[src/rtl/icache_mem_ctrl_if.sv]
// Request/response and byte-wide RAM port bundle for icache_mem_ctrl.
// Requests are levels held until the matching done pulse; the RAM read data lags the address by one cycle.
interface icache_mem_ctrl_if #(
  parameter int ADDRESS_WIDTH = 32,
  parameter int BLOCK_SIZE    = 16
);
  logic                     if_req;
  logic [ADDRESS_WIDTH-1:0] if_addr;
  logic                     if_done;
  logic [BLOCK_SIZE*8-1:0]  if_line;

  logic                     ls_req;
  logic                     ls_we;
  logic [ADDRESS_WIDTH-1:0] ls_addr;
  logic [1:0]               ls_size;
  logic [31:0]              ls_wdata;
  logic                     ls_done;
  logic [31:0]              ls_rdata;

  logic [7:0]               mem_din;
  logic [7:0]               mem_dout;
  logic [ADDRESS_WIDTH-1:0] mem_a;
  logic                     mem_wr;

  // Requesters and the RAM model sit on the master side.
  modport master (
    output if_req, if_addr, ls_req, ls_we, ls_addr, ls_size, ls_wdata, mem_din,
    input  if_done, if_line, ls_done, ls_rdata, mem_dout, mem_a, mem_wr
  );

  modport slave (
    input  if_req, if_addr, ls_req, ls_we, ls_addr, ls_size, ls_wdata, mem_din,
    output if_done, if_line, ls_done, ls_rdata, mem_dout, mem_a, mem_wr
  );
endinterface

[src/rtl/icache_mem_ctrl.sv]
// Byte-serial RAM controller arbitrating icache refills and load/store accesses (round robin on ties).
// Read: done n+2 cycles after grant; write: done n+1 cycles after grant; requesters wait on the done pulse.
module icache_mem_ctrl #(
  parameter int ADDRESS_WIDTH = 32,
  parameter int BLOCK_SIZE    = 16
) (
  input  logic             clk,
  input  logic             rst,
  icache_mem_ctrl_if.slave bus
);

  localparam int CW = $clog2(BLOCK_SIZE) + 1;
  localparam int LW = BLOCK_SIZE * 8;
  localparam logic [ADDRESS_WIDTH-1:0] LINE_MASK = ~ADDRESS_WIDTH'(BLOCK_SIZE - 1);

  typedef enum logic [2:0] {
    IDLE,
    IF_RD,
    LS_RD,
    LS_WR,
    DONE
  } state_t;

  state_t                   state_q;
  state_t                   state_d;
  logic                     grant_if;
  logic                     grant_ls;
  logic                     rd_end;
  logic                     last_grant;
  logic [CW-1:0]            cnt;
  logic [CW-1:0]            last_idx;
  logic [LW-1:0]            line_buf;
  logic [LW-1:0]            next_buf;
  logic [23:0]              wsh;
  logic [ADDRESS_WIDTH-1:0] mem_a_q;
  logic [7:0]               mem_dout_q;
  logic                     mem_wr_q;
  logic                     if_done_q;
  logic                     ls_done_q;
  logic [LW-1:0]            if_line_q;
  logic [31:0]              ls_rdata_q;

  always_ff @(posedge clk) begin
    if (rst) begin
      state_q <= IDLE;
    end else begin
      state_q <= state_d;
    end
  end

  always_comb begin
    state_d  = state_q;
    grant_if = 1'b0;
    grant_ls = 1'b0;
    // cnt reaches n one cycle after the last address, when the final byte arrives.
    rd_end   = (cnt == last_idx + CW'(1));
    next_buf = line_buf;

    for (int k = 0; k < BLOCK_SIZE; k++) begin
      if (cnt != '0 && int'(cnt) == k + 1) begin
        next_buf[8*k +: 8] = bus.mem_din;
      end
    end

    case (state_q)
      IDLE: begin
        if (bus.if_req && bus.ls_req) begin
          grant_if = last_grant;
          grant_ls = !last_grant;
        end else begin
          grant_if = bus.if_req;
          grant_ls = bus.ls_req;
        end
        if (grant_if) begin
          state_d = IF_RD;
        end else if (grant_ls) begin
          state_d = bus.ls_we ? LS_WR : LS_RD;
        end
      end
      IF_RD, LS_RD: begin
        if (rd_end) begin
          state_d = DONE;
        end
      end
      LS_WR: begin
        if (cnt == last_idx) begin
          state_d = DONE;
        end
      end
      DONE: begin
        state_d = IDLE;
      end
      default: begin
        state_d = IDLE;
      end
    endcase
  end

  always_ff @(posedge clk) begin
    if (rst) begin
      last_grant <= 1'b0;
      cnt        <= '0;
      last_idx   <= '0;
      line_buf   <= '0;
      wsh        <= '0;
      mem_a_q    <= '0;
      mem_dout_q <= '0;
      mem_wr_q   <= 1'b0;
      if_done_q  <= 1'b0;
      ls_done_q  <= 1'b0;
      if_line_q  <= '0;
      ls_rdata_q <= '0;
    end else begin
      if_done_q <= 1'b0;
      ls_done_q <= 1'b0;

      case (state_q)
        IDLE: begin
          if (grant_if) begin
            last_grant <= 1'b0;
            cnt        <= '0;
            last_idx   <= CW'(BLOCK_SIZE - 1);
            line_buf   <= '0;
            mem_a_q    <= bus.if_addr & LINE_MASK;
          end else if (grant_ls) begin
            last_grant <= 1'b1;
            cnt        <= '0;
            line_buf   <= '0;
            mem_a_q    <= bus.ls_addr;
            case (bus.ls_size)
              2'd0:    last_idx <= CW'(0);
              2'd1:    last_idx <= CW'(1);
              default: last_idx <= CW'(3);
            endcase
            if (bus.ls_we) begin
              mem_wr_q   <= 1'b1;
              mem_dout_q <= bus.ls_wdata[7:0];
              wsh        <= bus.ls_wdata[31:8];
            end
          end
        end

        IF_RD, LS_RD: begin
          cnt      <= cnt + 1'b1;
          line_buf <= next_buf;
          if (cnt < last_idx) begin
            mem_a_q <= mem_a_q + 1'b1;
          end
          if (rd_end) begin
            mem_a_q <= '0;
            if (state_q == IF_RD) begin
              if_line_q <= next_buf;
              if_done_q <= 1'b1;
            end else begin
              ls_rdata_q <= next_buf[31:0];
              ls_done_q  <= 1'b1;
            end
          end
        end

        LS_WR: begin
          if (cnt == last_idx) begin
            mem_wr_q   <= 1'b0;
            mem_a_q    <= '0;
            mem_dout_q <= '0;
            ls_done_q  <= 1'b1;
          end else begin
            cnt        <= cnt + 1'b1;
            mem_a_q    <= mem_a_q + 1'b1;
            mem_dout_q <= wsh[7:0];
            wsh        <= {8'h00, wsh[23:8]};
          end
        end

        default: begin
        end
      endcase
    end
  end

  assign bus.mem_a    = mem_a_q;
  assign bus.mem_dout = mem_dout_q;
  assign bus.mem_wr   = mem_wr_q;
  assign bus.if_done  = if_done_q;
  assign bus.if_line  = if_line_q;
  assign bus.ls_done  = ls_done_q;
  assign bus.ls_rdata = ls_rdata_q;

endmodule

[src/flat_wrapper.sv]
// flat-port wrapper written by rule: the top's interface ports become plain ports
module icache_mem_ctrl_flat 
#(
  parameter int ADDRESS_WIDTH = 32,
  parameter int BLOCK_SIZE    = 16
)
  (clk, rst, bus_if_req, bus_if_addr, bus_ls_req, bus_ls_we, bus_ls_addr, bus_ls_size, bus_ls_wdata, bus_mem_din, bus_if_done, bus_if_line, bus_ls_done, bus_ls_rdata, bus_mem_dout, bus_mem_a, bus_mem_wr);
  icache_mem_ctrl_if #(.ADDRESS_WIDTH(ADDRESS_WIDTH), .BLOCK_SIZE(BLOCK_SIZE)) bus_i ();
  input  logic clk;
  input  logic rst;
  input wire logic [$bits(bus_i.if_req)-1:0] bus_if_req;
  input wire logic [$bits(bus_i.if_addr)-1:0] bus_if_addr;
  input wire logic [$bits(bus_i.ls_req)-1:0] bus_ls_req;
  input wire logic [$bits(bus_i.ls_we)-1:0] bus_ls_we;
  input wire logic [$bits(bus_i.ls_addr)-1:0] bus_ls_addr;
  input wire logic [$bits(bus_i.ls_size)-1:0] bus_ls_size;
  input wire logic [$bits(bus_i.ls_wdata)-1:0] bus_ls_wdata;
  input wire logic [$bits(bus_i.mem_din)-1:0] bus_mem_din;
  output wire logic [$bits(bus_i.if_done)-1:0] bus_if_done;
  output wire logic [$bits(bus_i.if_line)-1:0] bus_if_line;
  output wire logic [$bits(bus_i.ls_done)-1:0] bus_ls_done;
  output wire logic [$bits(bus_i.ls_rdata)-1:0] bus_ls_rdata;
  output wire logic [$bits(bus_i.mem_dout)-1:0] bus_mem_dout;
  output wire logic [$bits(bus_i.mem_a)-1:0] bus_mem_a;
  output wire logic [$bits(bus_i.mem_wr)-1:0] bus_mem_wr;
  assign bus_i.if_req = bus_if_req;
  assign bus_i.if_addr = bus_if_addr;
  assign bus_i.ls_req = bus_ls_req;
  assign bus_i.ls_we = bus_ls_we;
  assign bus_i.ls_addr = bus_ls_addr;
  assign bus_i.ls_size = bus_ls_size;
  assign bus_i.ls_wdata = bus_ls_wdata;
  assign bus_i.mem_din = bus_mem_din;
  assign bus_if_done = bus_i.if_done;
  assign bus_if_line = bus_i.if_line;
  assign bus_ls_done = bus_i.ls_done;
  assign bus_ls_rdata = bus_i.ls_rdata;
  assign bus_mem_dout = bus_i.mem_dout;
  assign bus_mem_a = bus_i.mem_a;
  assign bus_mem_wr = bus_i.mem_wr;
  icache_mem_ctrl #(.ADDRESS_WIDTH(ADDRESS_WIDTH), .BLOCK_SIZE(BLOCK_SIZE)) u_core (.clk(clk), .rst(rst), .bus(bus_i));
endmodule
[config.mk]
export PLATFORM = sky130hd
export DESIGN_NAME = icache_mem_ctrl_flat
export DESIGN_NICKNAME = d
export VERILOG_FILES = /design/src/rtl/icache_mem_ctrl_if.sv /design/src/rtl/icache_mem_ctrl.sv /design/src/flat_wrapper.sv
export SDC_FILE = /design/constraint.sdc
export NUM_CORES = 1
export LEC_CHECK = 0
export ABC_AREA = 1
export BUFFER_PORTS_ARGS = -buffer_cell sky130_fd_sc_hd__clkbuf_2
export CAP_MARGIN = 20
export CORE_AREA = 2 2 176 178
export CTS_CLUSTER_SIZE = 8
export DETAILED_ROUTE_END_ITERATION = 10
export DIE_AREA = 0 0 178 180
export PLACE_DENSITY = 0.77
export SLEW_MARGIN = 20
export SYNTH_ARGS = -nofsm -noshare
export SYNTH_HDL_FRONTEND = slang
export SYNTH_SLANG_ARGS = --single-unit
[constraint.sdc]
create_clock -name clk -period 3 [get_ports clk]
set_input_delay 0.45 -clock clk [delete_from_list [all_inputs] [get_ports clk]]
set_output_delay 0.45 -clock clk [all_outputs]
set_load 0.05 [all_outputs]
==> results by group <==
Status
  – Run status: completed

Global route
  – M2 GR Usage: 0.479
  – GR Util met3: 0.0423
  – Global route overflow: 0
  – GRT Resource Usage Total: 0.281
  – First-pass GRT wire length: 74100 um
  – Initial antenna violation count: 3
  – Number of global-route vias before repair: 15100
  – M1 GR Usage: 0.354
  – Grt peak-use layer: met2
  – Largest net degree at the start of global routing: 137

Place
  – Placed wire-length estimate: 30000 um
  – Pre-CTS setup slack: 0.483 ns
  – Final RePlAce weighted congestion: 0.906
  – Port Buffers: 309

Clocking
  – Root Buffer: clkbuf_16
  – Clock latency on the worst-skew pair: 0.56 ns
  – Clock transition at path regs: 0.05 ns
  – Post_cts resized: 0
  – CTS H-tree lvls: 2
  – CTS tree: done
  – Clock sink count: 367
  – CTS Buf Count: 51
  – Hold-fix buffers at CTS: 0
  – Post-CTS Setup Inserts: 0
  – Maximum buffer depth of the clock tree: 3

STA
  – Slew headroom: 0.388
  – Fin Setup TNS: 0 ns
  – Setup repair after global routing missed its margin: no
  – Fin. max-slew vios: 0
  – Min Tclk post-route: 2.61 ns
  – Tcrit/Tclk final: 0.871
  – Worst Tran Pin Value: 0.918 ns
  – Fmax: 0.383 GHz
  – Fin. Hold Viols: 0
  – Fin worst setup slack: 0.386 ns
  – # setup viols final: 0
  – Hold_ws: 0.163 ns
  – Clock Skews: 0.0330 ns

Drt
  – DRT antenna net count: 0
  – Vias: 16400
  – Drt total wl: 46300 um
  – Drt via density: 5.37
  – Drt wl/cell: 15.1 um
  – DRC viols: 0
  – 1st-pass router iterations: 5
  – Initial DRC count: 1225

Critical path
  – Slowest Stage Delay on Critical Path: 0.77 ns
  – Critical Path RT: 3.45 ns
  – Delay-heaviest family, CP: compound AO/OA/AOI/OAI gates
  – Critical path's slowest cell: a21oi_2
  – Worst Reg-to-Reg Cells: 10
  – Most used cell, CP: nand2_1
  – Critical path peak fanout: 18
  – Crit end category: flop
  – Cell depth of the worst setup path: 10
  – Worst-path cell chain: ha_1, ha_1, inv_1, nand2_1, nand2_1, nor2_1, nand3_2, a21oi_2, nand2_1, a21oi_1
  – Setup Crit Path Kind: reg -> reg
  – CP startpoint kind: flop
  – Crit path DAT: 3.06 ns
  – Worst Path Buf+Inv: 1

Min path
  – WHS Path Cells: 3
  – Min-delay worst type: in -> reg

Synthesis
  – Synth top area cells: dfxtp_1 45%, nand2_1 19%, a21oi_1 8.9%
  – Post-Syn Area per Cell: 6.74 sq um
  – Ys async rst share: 0
  – #FFs+latches synth: 367
  – Ys Warns: 0
  – Syn nets: 2547
  – Synthesized area: 16300 sq um
  – Post-synth EDFFs: 0
  – Register area share after synthesis: 0.450
  – Top FF cell, synth: dfxtp_1
  – Cell taking the most area after synthesis: dfxtp_1
  – Cells after synthesis: 2424
  – Synth top area share: 0.450
  – Netlist cell types: 38

Run
  – Max Cap Violations: 0

Floorplanning
  – Die area: 32000 sq um
  – Core Rows: 64
  – Die Width: 178 um
  – Core footprint: 30200 sq um
  – Ports: 314
  – Die height: 180 um
  – Initial Util: 0.541

Power and ir drop
  – LEAKAGE: 7.83 nW
  – Peak VDD IR: 897 uV
  – PD cells: 859 nW/um^2

Final layout
  – Area Growth Syn to Fin: 18.3%
  – Most frequent cells in the layout: 837 x nand2_1, 367 x dfxtp_1, 308 x clkbuf_2
  – Layout cells sized above 1: 0.159
  – Final #Nets: 2782
  – Commonest non-fill, non-tap cell in the layout: nand2_1
-- power by group --
part	internal [W]	total (W)	switching, W
combinational	0.00144	0.00579	0.00435
sequential	0.00537	0.00580	0.000435
clock	0.00303	0.00501	0.00198
-- worst min-delay path: stages --
cell and delay, ns:
clkbuf_2 0.07, a221oi_1 0.06, nor2_1 0.07
-- path summary, 6_finish.rpt --
check | start | end | slack, ns
max | u_core.last_idx[0]$_SDFFE_PP0P_ | u_core.state_q[1]$_SDFFE_PP0P_ | 0.39
min | bus_ls_wdata[1] | u_core.bus.mem_dout[1]$_SDFFE_PP0P_ | 0.16
max reg2reg | u_core.last_idx[0]$_SDFFE_PP0P_ | u_core.state_q[1]$_SDFFE_PP0P_ | 0.39
min reg2reg | u_core.bus.ls_rdata[29]$_SDFFE_PP0P_ | u_core.bus.ls_rdata[29]$_SDFFE_PP0P_ | 0.44
-- area by class of cell --
| class | count | area, sq um |
|---|---|---|
| flip-flops and latches | 367 | 7350 |
| fillers | 2692 | 10900 |
| clock inverters | 2 | 38.8 |
| well taps | 396 | 495 |
| clock buffers | 53 | 1310 |
| diodes | 3 | 7.51 |
| multi-input cells | 1777 | 7840 |
| inverters | 129 | 487 |
| repair buffers | 333 | 1810 |
-- stage by stage --
stage	area, sq um	utilization	std cells	total power (W)
after floorplan	16300	-	2424	0.0102
after detailed placement	18000	0.595	3002	0.0116
after CTS	19300	0.640	3057	0.0166
after global placement	18000	0.595	3002	0.0115
final	19300	0.640	3060	0.0166
after global routing	19300	0.640	3060	0.0175
-- sequential cells by signal (all words and copies together), names as in the netlist, 3 cells and up --
| register | count |
|---|---|
| u_core.bus.if_line | 128 |
| u_core.line_buf | 128 |
| u_core.state_q | 3 |
| u_core.bus.ls_rdata | 32 |
| u_core.bus.mem_dout | 8 |
| u_core.bus.mem_a | 32 |
| u_core.cnt | 5 |
| u_core.wsh | 24 |
| u_core.last_idx | 3 |
-- logic make-up after synthesis --
kind of cell               Yosys count  share of synthesized area
AOI/OAI and AO/OA                  578                      0.182
buffers and inverters              280                     0.0719
adders and majority gates           12                    0.00919
and+or+nand+nor                   1172                      0.279
xor gates and xnor gates            15                    0.00804
DFF                                367                      0.450
-- per-layer routing --
layer  share of wire  wire length (um)
met1            0.41             19200
met2            0.48             22400
met4           0.033              1510
met3           0.069              3220
met5               0                 0
-- synth_stat cells (12+ instances only) --
| cell type | count |
|---|---|
| inv_1 | 115 |
| a21oi_1 | 292 |
| nor2_1 | 254 |
| clkbuf_1 | 77 |
| buf_1 | 12 |
| nand2_1 | 837 |
| o21ai_0 | 216 |
| dfxtp_1 | 367 |
| nand3_1 | 50 |
| inv_2 | 14 |
| o21ai_1 | 35 |
| buf_2 | 54 |
| ha_1 | 12 |
Note: power is estimated with default switching activity, not from simulation.
